===== config.mk =====
export PLATFORM = sky130hd
export DESIGN_NAME = alu_core
export DESIGN_NICKNAME = d
export VERILOG_FILES = /design/src/rtl/alu_core_pkg.sv /design/src/rtl/alu_core_datapath.sv /design/src/rtl/alu_core.sv
export SDC_FILE = /design/constraint.sdc
export NUM_CORES = 1
export LEC_CHECK = 0
export CORE_AREA = 2 2 70 72
export CTS_CLUSTER_DIAMETER = 200
export CTS_CLUSTER_SIZE = 8
export DETAILED_ROUTE_END_ITERATION = 10
export DIE_AREA = 0 0 72 74
export GPL_TIMING_DRIVEN = 0
export PLACE_DENSITY = 0.61
export SKIP_LAST_GASP = 1
export SLEW_MARGIN = 10
export SYNTH_ARGS = -nofsm -noshare
export SYNTH_HDL_FRONTEND = slang
export SYNTH_SLANG_ARGS = --single-unit

===== constraint.sdc =====
create_clock -name i_clk -period 0.8 [get_ports i_clk]
set_clock_uncertainty 0.05 [all_clocks]
set_input_delay 0.08 -clock i_clk [delete_from_list [all_inputs] [get_ports i_clk]]
set_output_delay 0.08 -clock i_clk [all_outputs]
set_load 0.03 [all_outputs]

===== src/rtl/alu_core_pkg.sv =====
// alu_core_pkg: opcode width, opcode constants and a small opcode helper
// shared by the ALU datapath, the ALU register wrapper and its bench.
package alu_core_pkg;

    // Opcode field width (function-field style encoding).
    localparam int OP_W = 6;

    // Register-register arithmetic and logic operations.
    localparam logic [OP_W-1:0] OP_ADD = 6'b100000;
    localparam logic [OP_W-1:0] OP_SUB = 6'b100010;
    localparam logic [OP_W-1:0] OP_AND = 6'b100100;
    localparam logic [OP_W-1:0] OP_OR  = 6'b100101;
    localparam logic [OP_W-1:0] OP_XOR = 6'b100110;
    localparam logic [OP_W-1:0] OP_NOR = 6'b100111;

    // Shifts: operand B supplies the shift amount.
    localparam logic [OP_W-1:0] OP_SRL = 6'b000010;
    localparam logic [OP_W-1:0] OP_SRA = 6'b000011;

    // True for the eight decoded opcodes; everything else yields result 0
    // and all flags 0.
    function automatic logic is_legal_op(input logic [OP_W-1:0] op);
        logic legal;
        legal = 1'b0;
        case (op)
            OP_ADD, OP_SUB, OP_AND, OP_OR,
            OP_XOR, OP_NOR, OP_SRL, OP_SRA: legal = 1'b1;
            default:                        legal = 1'b0;
        endcase
        return legal;
    endfunction

endpackage


===== src/rtl/alu_core_datapath.sv =====
// alu_core_datapath: purely combinational result and status-flag generation.
// Flag outputs exist only when ALU_CORE_FLAGS_EN is defined; otherwise no
// flag logic is elaborated at all.
module alu_core_datapath
    import alu_core_pkg::*;
#(
    parameter int N_BITS = 8
) (
    input  logic [N_BITS-1:0] i_a,
    input  logic [N_BITS-1:0] i_b,
    input  logic [OP_W-1:0]   i_op,
`ifdef ALU_CORE_FLAGS_EN
    output logic              o_zero,
    output logic              o_carry,
    output logic              o_overflow,
`endif
    output logic [N_BITS-1:0] o_result
);

    // Shift amounts are compared in a field at least 32 bits wide so that
    // N_BITS itself is always representable next to the amount.
    localparam int CMP_W = (N_BITS > 32) ? N_BITS : 32;

    logic              shift_sat;
    logic [N_BITS-1:0] srl_res;
    logic [N_BITS-1:0] sra_res;

    // Shift saturation: amounts >= N_BITS shift every bit of A out.
    always_comb begin
        shift_sat = (CMP_W'(i_b) >= CMP_W'(N_BITS));
        srl_res   = '0;
        sra_res   = {N_BITS{i_a[N_BITS-1]}};
        if (!shift_sat) begin
            srl_res = i_a >> i_b;
            sra_res = $signed(i_a) >>> i_b;
        end
    end

    // Opcode decode and result selection; unknown opcodes give 0.
    always_comb begin
        o_result = '0;
        case (i_op)
            OP_ADD:  o_result = i_a + i_b;
            OP_SUB:  o_result = i_a - i_b;
            OP_AND:  o_result = i_a & i_b;
            OP_OR:   o_result = i_a | i_b;
            OP_XOR:  o_result = i_a ^ i_b;
            OP_NOR:  o_result = ~(i_a | i_b);
            OP_SRL:  o_result = srl_res;
            OP_SRA:  o_result = sra_res;
            default: o_result = '0;
        endcase
    end

`ifdef ALU_CORE_FLAGS_EN
    logic [N_BITS:0] add_full;
    logic [N_BITS:0] sub_full;
    logic            msb_a;
    logic            msb_b;
    logic            msb_r;

    // Status flags. SUB is formed as A + ~B + 1 so its carry-out is the
    // inverse of the borrow. Overflow is the usual sign-rule test on the
    // operand and result MSBs.
    always_comb begin
        add_full   = {1'b0, i_a} + {1'b0, i_b};
        sub_full   = {1'b0, i_a} + {1'b0, ~i_b} + {{N_BITS{1'b0}}, 1'b1};
        msb_a      = i_a[N_BITS-1];
        msb_b      = i_b[N_BITS-1];
        msb_r      = o_result[N_BITS-1];
        o_zero     = is_legal_op(i_op) && (o_result == '0);
        o_carry    = 1'b0;
        o_overflow = 1'b0;
        case (i_op)
            OP_ADD: begin
                o_carry    = add_full[N_BITS];
                o_overflow = (msb_a == msb_b) && (msb_r != msb_a);
            end
            OP_SUB: begin
                o_carry    = sub_full[N_BITS];
                o_overflow = (msb_a != msb_b) && (msb_r != msb_a);
            end
            default: begin
                o_carry    = 1'b0;
                o_overflow = 1'b0;
            end
        endcase
    end
`endif

endmodule


===== src/rtl/alu_core.sv =====
// alu_core: registered ALU. The datapath is combinational; this wrapper
// samples its result (and, with ALU_CORE_FLAGS_EN defined, its flags) on
// every rising i_clk edge and clears everything asynchronously on i_reset.
//
// Flow control: there is no valid/ready handshake. A new operation is taken
// on every rising edge and its result appears on o_res one edge later; the
// outputs reflect only the inputs present at the sampling edge.
module alu_core
    import alu_core_pkg::*;
#(
    parameter int N_BITS = 8,
    parameter int N_LEDS = 8
) (
    input  logic              i_clk,
    input  logic              i_reset,
    input  logic [N_BITS-1:0] i_A,
    input  logic [N_BITS-1:0] i_B,
    input  logic [OP_W-1:0]   i_Op,
    output logic [N_LEDS-1:0] o_res,
    output logic              o_zero,
    output logic              o_carry,
    output logic              o_overflow
);

    logic [N_BITS-1:0] result;
    logic [N_LEDS-1:0] res_map;
    logic [N_LEDS-1:0] res_d;
    logic [N_LEDS-1:0] res_q;

`ifdef ALU_CORE_FLAGS_EN
    logic zero_c;
    logic carry_c;
    logic overflow_c;
    logic zero_d;
    logic carry_d;
    logic overflow_d;
    logic zero_q;
    logic carry_q;
    logic overflow_q;
`endif

    alu_core_datapath #(
        .N_BITS (N_BITS)
    ) u_datapath (
        .i_a        (i_A),
        .i_b        (i_B),
        .i_op       (i_Op),
`ifdef ALU_CORE_FLAGS_EN
        .o_zero     (zero_c),
        .o_carry    (carry_c),
        .o_overflow (overflow_c),
`endif
        .o_result   (result)
    );

    // Fit the N_BITS result onto the N_LEDS output: truncate or zero-extend.
    generate
        if (N_LEDS <= N_BITS) begin : g_res_trunc
            assign res_map = result[N_LEDS-1:0];
        end else begin : g_res_zext
            assign res_map = {{(N_LEDS - N_BITS){1'b0}}, result};
        end
    endgenerate

    // Next-state for the result register: always the current operation.
    always_comb begin
        res_d = '0;
        res_d = res_map;
    end

    // Result register; reset clears it immediately and drops any pending value.
    always_ff @(posedge i_clk or posedge i_reset) begin
        if (i_reset) begin
            res_q <= '0;
        end else begin
            res_q <= res_d;
        end
    end

    assign o_res = res_q;

`ifdef ALU_CORE_FLAGS_EN
    // Next-state for the flag registers, same latency as the result.
    always_comb begin
        zero_d     = 1'b0;
        carry_d    = 1'b0;
        overflow_d = 1'b0;
        zero_d     = zero_c;
        carry_d    = carry_c;
        overflow_d = overflow_c;
    end

    // Flag registers, cleared together with the result.
    always_ff @(posedge i_clk or posedge i_reset) begin
        if (i_reset) begin
            zero_q     <= 1'b0;
            carry_q    <= 1'b0;
            overflow_q <= 1'b0;
        end else begin
            zero_q     <= zero_d;
            carry_q    <= carry_d;
            overflow_q <= overflow_d;
        end
    end

    assign o_zero     = zero_q;
    assign o_carry    = carry_q;
    assign o_overflow = overflow_q;
`else
    // Flags disabled: ports stay for a fixed pin-out, driven low.
    assign o_zero     = 1'b0;
    assign o_carry    = 1'b0;
    assign o_overflow = 1'b0;
`endif

endmodule


# Yosys cells after proc, flatten, opt, wreduce, memory -nomap -nowiden
# Index checks and enable logic that the tools add are counted.
[op_classes]
addsub = 2
magnitude_cmp = 1
n_eq_ne = 8
shifts = 2
mux = 3
bitwise_logic = 4
[op_table]
columns = ["op", "count"]
rows = [
  ["$pmux 8 s8", 1],
  ["$eq 6x6->1 const B", 6],
  ["$mux 8", 2],
  ["$eq 6x2->1 const B", 2],
  ["$add 8x8->8", 1],
  ["$and 8x8->8", 1],
  ["$ge 8x4->1 const B", 1],
  ["$not 8->8", 1],
  ["$or 8x8->8", 1],
  ["$shr 8x8->8", 1],
  ["$sshr 8x8->8", 1],
  ["$sub 8x8->8", 1],
  ["$xor 8x8->8", 1],
]
[word_totals]
regBits = 8
input_bits = 24
output_inout_bits = 11
elab_cells = 21

# Logic depth before layout (Yosys ltp)
[logic_depth]
ltp_word = 3
depth_mapped = 12
depth_no_buf = 10

# Modules after synthesis
# Synthesis repeated with hierarchy kept, for this count alone.
[unflattened]
hier_cells = 231
area_unflattened_um2 = 1803.0
[by_module_without_submodules]
columns = ["module", "n_inst", "cells_each", "area_per_inst_um2", "seq_area_each_um2"]
rows = [
  ["alu_core_datapath", 1, 218, 1572.8, 0.0],
  ["alu_core", 1, 13, 230.2, 200.2],
]

# Least setup slack after synthesis
# OpenSTA, ideal clock, no wires.
[synth_path]
kind = "input-to-reg"
start = "input port i_Op[3]"
end = "register res_q[5], in the netlist o_res[5]"
setup_time_ns = 0.120
t_arrival_ns = 2.580
required_time_ns = 0.630
setup_slack_ns = -1.950
path_stages = 9
path_buffers = 0
cell_sequence = "or4b_1 -> nor2_1 -> mux2i_1 -> ha_1 -> nor2b_1 -> o31a_1 -> o21a_1 -> or3_1 -> a31o_2"
[synth_between]
elab_chain_len = 2
word_cells_on_any_way = 9
classes_between = "eq/ne (8); mux (1)"
[synth_lines]
columns = ["element", "line", "text"]
rows = [
  ["start: declaration", "alu_core.sv:18", "input logic [OP_W-1:0] i_Op,"],
  ["$eq 6x2->1 / $eq 6x6->1 (equally long branches)", "alu_core_datapath.sv:42", "case (i_op)"],
  ["$pmux 8 s8 *", "alu_core_datapath.sv:42", ""],
  ["via res_d[5]", "alu_core.sv:27", "logic [N_LEDS-1:0] res_d;"],
  ["end signal: assignment", "alu_core.sv:76", "res_q <= res_d;"],
  ["end: declaration", "alu_core.sv:28", "logic [N_LEDS-1:0] res_q;"],
]
# The timed path passes the listed nets; every way through them passes the cells marked *.

# Worst setup path in the final report
[layout_path]
start = "input port i_Op[2]"
end = "register res_q[5], in the netlist o_res[5]"
# Same word-level chain as after synthesis.

==> run summary <==
STATUS
----------------------------------------------------------------------------------------------------
Status ................................................................................ complete, but fails checks
Violated checks ....................................................................... negative setup slack

STA
----------------------------------------------------------------------------------------------------
Period Utilization, post-route ........................................................         319%
Number of setup violations in the final report ........................................           16
Final critical delay including setup and external delays ..............................      2550 ps
Relative slew margins .................................................................        26.6%
Hold WS ...............................................................................      52.3 ps
FMAX ..................................................................................    0.391 GHz
Slew at the pin closest to its max-slew limit .........................................      1090 ps
Hold Vio Cnt, Final ...................................................................            0
Setup_tns .............................................................................    -12350 ps
Setup repair after global routing missed its margin ...................................         true
Final max-slew violation count ........................................................            0
Post-layout worst setup margin ........................................................     -1750 ps

CRITICAL PATH
----------------------------------------------------------------------------------------------------
Largest delay contributor family on the critical path ................................. simple AND/OR/NAND/NOR gates
Cell at the slowest stage of the critical path ........................................       or4b_4
Combined buffer and inverter count along the critical path ............................            1
Crit-path cells ....................................................................... buf_6 -> or4b_4 -> nor2_4 -> mux2i_4 -> ha_1 -> nor2b_4 -> o31a_1 -> o21a_1 -> or3_1 -> a31o_2
CP Data Arrival Time ..................................................................      2620 ps
Worst path required time ..............................................................       860 ps
Category of the most critical setup path ..............................................    in -> reg
Critical Path Source Type .............................................................    input pin
Crit-path max FO ......................................................................            4
Critical Path Sink Type ...............................................................    flip-flop
Largest stage delay on the critical path ..............................................       560 ps

FLOORPLAN
----------------------------------------------------------------------------------------------------
Num ports .............................................................................           35
Starting Density ......................................................................        38.2%
Die width .............................................................................        72 um
Die Span Y ............................................................................        74 um
Core area ............................................................................. 0.00460 sq mm
Die footprint ......................................................................... 0.00533 sq mm
Std-Cell Rows .........................................................................           25

CELLS AND AREA
----------------------------------------------------------------------------------------------------
Share of cells above drive strength 1 .................................................        26.2%
Most frequent cells in the layout ..................................................... ha_1 (19), inv_1 (17), nand2_1 (17), mux2i_1 (17)
Commonest non-fill, non-tap cell in the layout ........................................         ha_1
Inserted Diodes .......................................................................            0
Post-route cell area .................................................................. 0.00244 sq mm
Nets@finish ...........................................................................          322
Register cell area after layout .......................................................    200 sq um
Number of inserted filler cells in the final layout ...................................          441
Max FFs per register ..................................................................            8
Layout Cells excl Fill ................................................................          325
Final core utilization ................................................................        53.1%
Synthesis-to-layout area growth .......................................................        38.8%
Multi-input gate area in the final layout ............................................. 0.00154 sq mm

CLOCK TREE
----------------------------------------------------------------------------------------------------
CTS root buffer .......................................................................     clkbuf_8
Clock-pin slew reported for the worst setup and hold paths after clock tree synthesis .        40 ps
Maximum clock path buffer count .......................................................            2
Total clock sinks .....................................................................            8
CTS buffer count ......................................................................            3
Number of H-tree levels ...............................................................            1
Number of buffers inserted for hold repair after clock tree synthesis .................            0
Clock tree from TritonCTS .............................................................         done

PWR
----------------------------------------------------------------------------------------------------
Peak supply drop ......................................................................   0.000513 V
Net switching power ...................................................................     0.812 mW
Portion of total power attributed to combinational logic ..............................        58.5%
Reported leakage power ................................................................      1.13 nW
Internal power component ..............................................................      1.36 mW
Switch share ..........................................................................        37.4%
Final Total Pwr .......................................................................      2.17 mW
Sequential group share of total power .................................................        19.8%
Clock share of power ..................................................................        21.8%
Areal power density over the cells ....................................................  890 mW/mm^2

DRT
----------------------------------------------------------------------------------------------------
Via-per-instance ratio ................................................................         5.58
DRC ...................................................................................            0
Number of vias after detailed routing .................................................         1812
Drt pass-1 iters ......................................................................            5
Detailed Route WL .....................................................................      4.98 mm
DRT antenna net count .................................................................            0
DR WL/cell ............................................................................      15.3 um
Number of DRC markers after the initial detailed-route iteration ......................           73

PLACEMENT
----------------------------------------------------------------------------------------------------
Setup slack at placement ..............................................................     -2440 ps
Placed insts ..........................................................................          309
Count of port buffers added during placement ..........................................           30
Final HPWL DP .........................................................................      3.92 mm
Final estimated routing congestion in global placement ................................        0.908
Placement Cell Area ................................................................... 0.00219 sq mm

LOGIC SYNTHESIS
----------------------------------------------------------------------------------------------------
Post-synth EDFFs ......................................................................            0
Main synth FF type ....................................................................      dfrtp_1
Distinct cell type count after synthesis ..............................................           54
Synth warnings ........................................................................            0
Synthesized area divided by synthesized cell count ....................................   7.88 sq um
Sequential cell area fraction in the yosys report .....................................        11.4%
Flip-flop and latch count after synthesis .............................................            8
Synthesized instance count ............................................................          223
Netlist Area Pre-Place ................................................................ 0.00176 sq mm
FFs w/ async S/R, synth ...............................................................         100%

HOLD PATH
----------------------------------------------------------------------------------------------------
Worst min-delay path class ............................................................  in -> async

GLOBAL ROUTE
----------------------------------------------------------------------------------------------------
Global-route wire length before repair ................................................      7.96 mm
Pin count of the biggest net entering global routing ..................................           11
Global router's overall resource usage ................................................        19.0%
Number of antenna violations at the first check in global routing .....................            0
Via count of the first global-routing pass ............................................         1663
Sum of overflow across all layers after global routing ................................            0

JOB
----------------------------------------------------------------------------------------------------
Number of maximum-capacitance violations ..............................................            0

[Yosys cell counts, types with 2 or more instances]
cell      instances  area, sq um
o21ai_0          17         85.1
a21oi_1           8         40.0
ha_1             24          300
o22ai_1           3         18.8
nand3_1           4         20.0
dfrtp_1           8          200
clkbuf_1          5         18.8
a211o_1           3         26.3
a31oi_1           2         12.5
a22o_1            2         17.5
o21bai_1          2         15.0
inv_1            19         71.3
or3_1             2         12.5
o211ai_1          3         22.5
nand2_1          17         63.8
xor2_1            4         35.0
xnor2_1          15          131
o21a_1            3         22.5
nor2_1           10         37.5
nor3_1            7         35.0
buf_4             3         22.5
nor2b_1           2         12.5
mux2i_1          19          190
or4_1             2         15.0
nand2b_1          2         12.5
buf_2             4         20.0
a22oi_1           6         45.0
[power by group through the flow]
stage / clock [mW] / sequential [mW] / combinational [mW]
2_1_floorplan: 0 / 0.464 / 0.726
3_3_place_gp: 0 / 0.431 / 1.11
3_5_place_dp: 0 / 0.431 / 1.12
4_1_cts: 0.480 / 0.429 / 1.20
5_1_grt: 0.499 / 0.430 / 1.39
6_report: 0.472 / 0.429 / 1.27
[layout make-up]
| type | count | area share (%) |
|---|---|---|
| timing repair buffer | 43 | 16.3 |
| buffer | 14 | 4.87 |
| inverter | 19 | 2.92 |
| clock buffer | 3 | 1.69 |
| multi-input combinational | 184 | 63.2 |
| sequential | 8 | 8.21 |
| tap | 54 | 2.77 |
[cell families after synthesis]
| kind of cell | synth area share, % |
|---|---|
| AO/OA/AOI/OAI | 22.7 |
| flip-flops | 11.4 |
| adder cells (fa/ha/maj) | 18.2 |
| XOR/XNOR | 9.47 |
| other | 0.213 |
| AND/OR/NAND/NOR | 16.9 |
| multiplexers | 12.7 |
| buffers and inverters | 8.40 |
[per-layer routing]
metal	part of all wire (%)	global-route usage, %	vias to the layer above
met1	44	25.0	846
met5	0	0	-
met4	1.8	3.77	0
met3	5.7	2.98	8
met2	49	33.4	63
li1	-	-	895
[path summary, 6_finish.rpt]
path                         start        to  slack (ps)  depth (start not counted)
min in group i_clk         i_Op[2]  o_res[4]         290                          4
worst min-delay path       i_reset  o_res[5]          50                          2
worst max-delay path       i_Op[2]  o_res[5]       -1750                         10
max in group asynchronous  i_reset  o_res[7]         410                          2
[repair_timing]
action                                  CTS  global route
resized for setup                       102            12
buffers inserted                          7             6
endpoints found under the setup margin   16            16
gates cloned                              0             0
pin swaps                                12            16
Power figures use the tool's default switching activity.
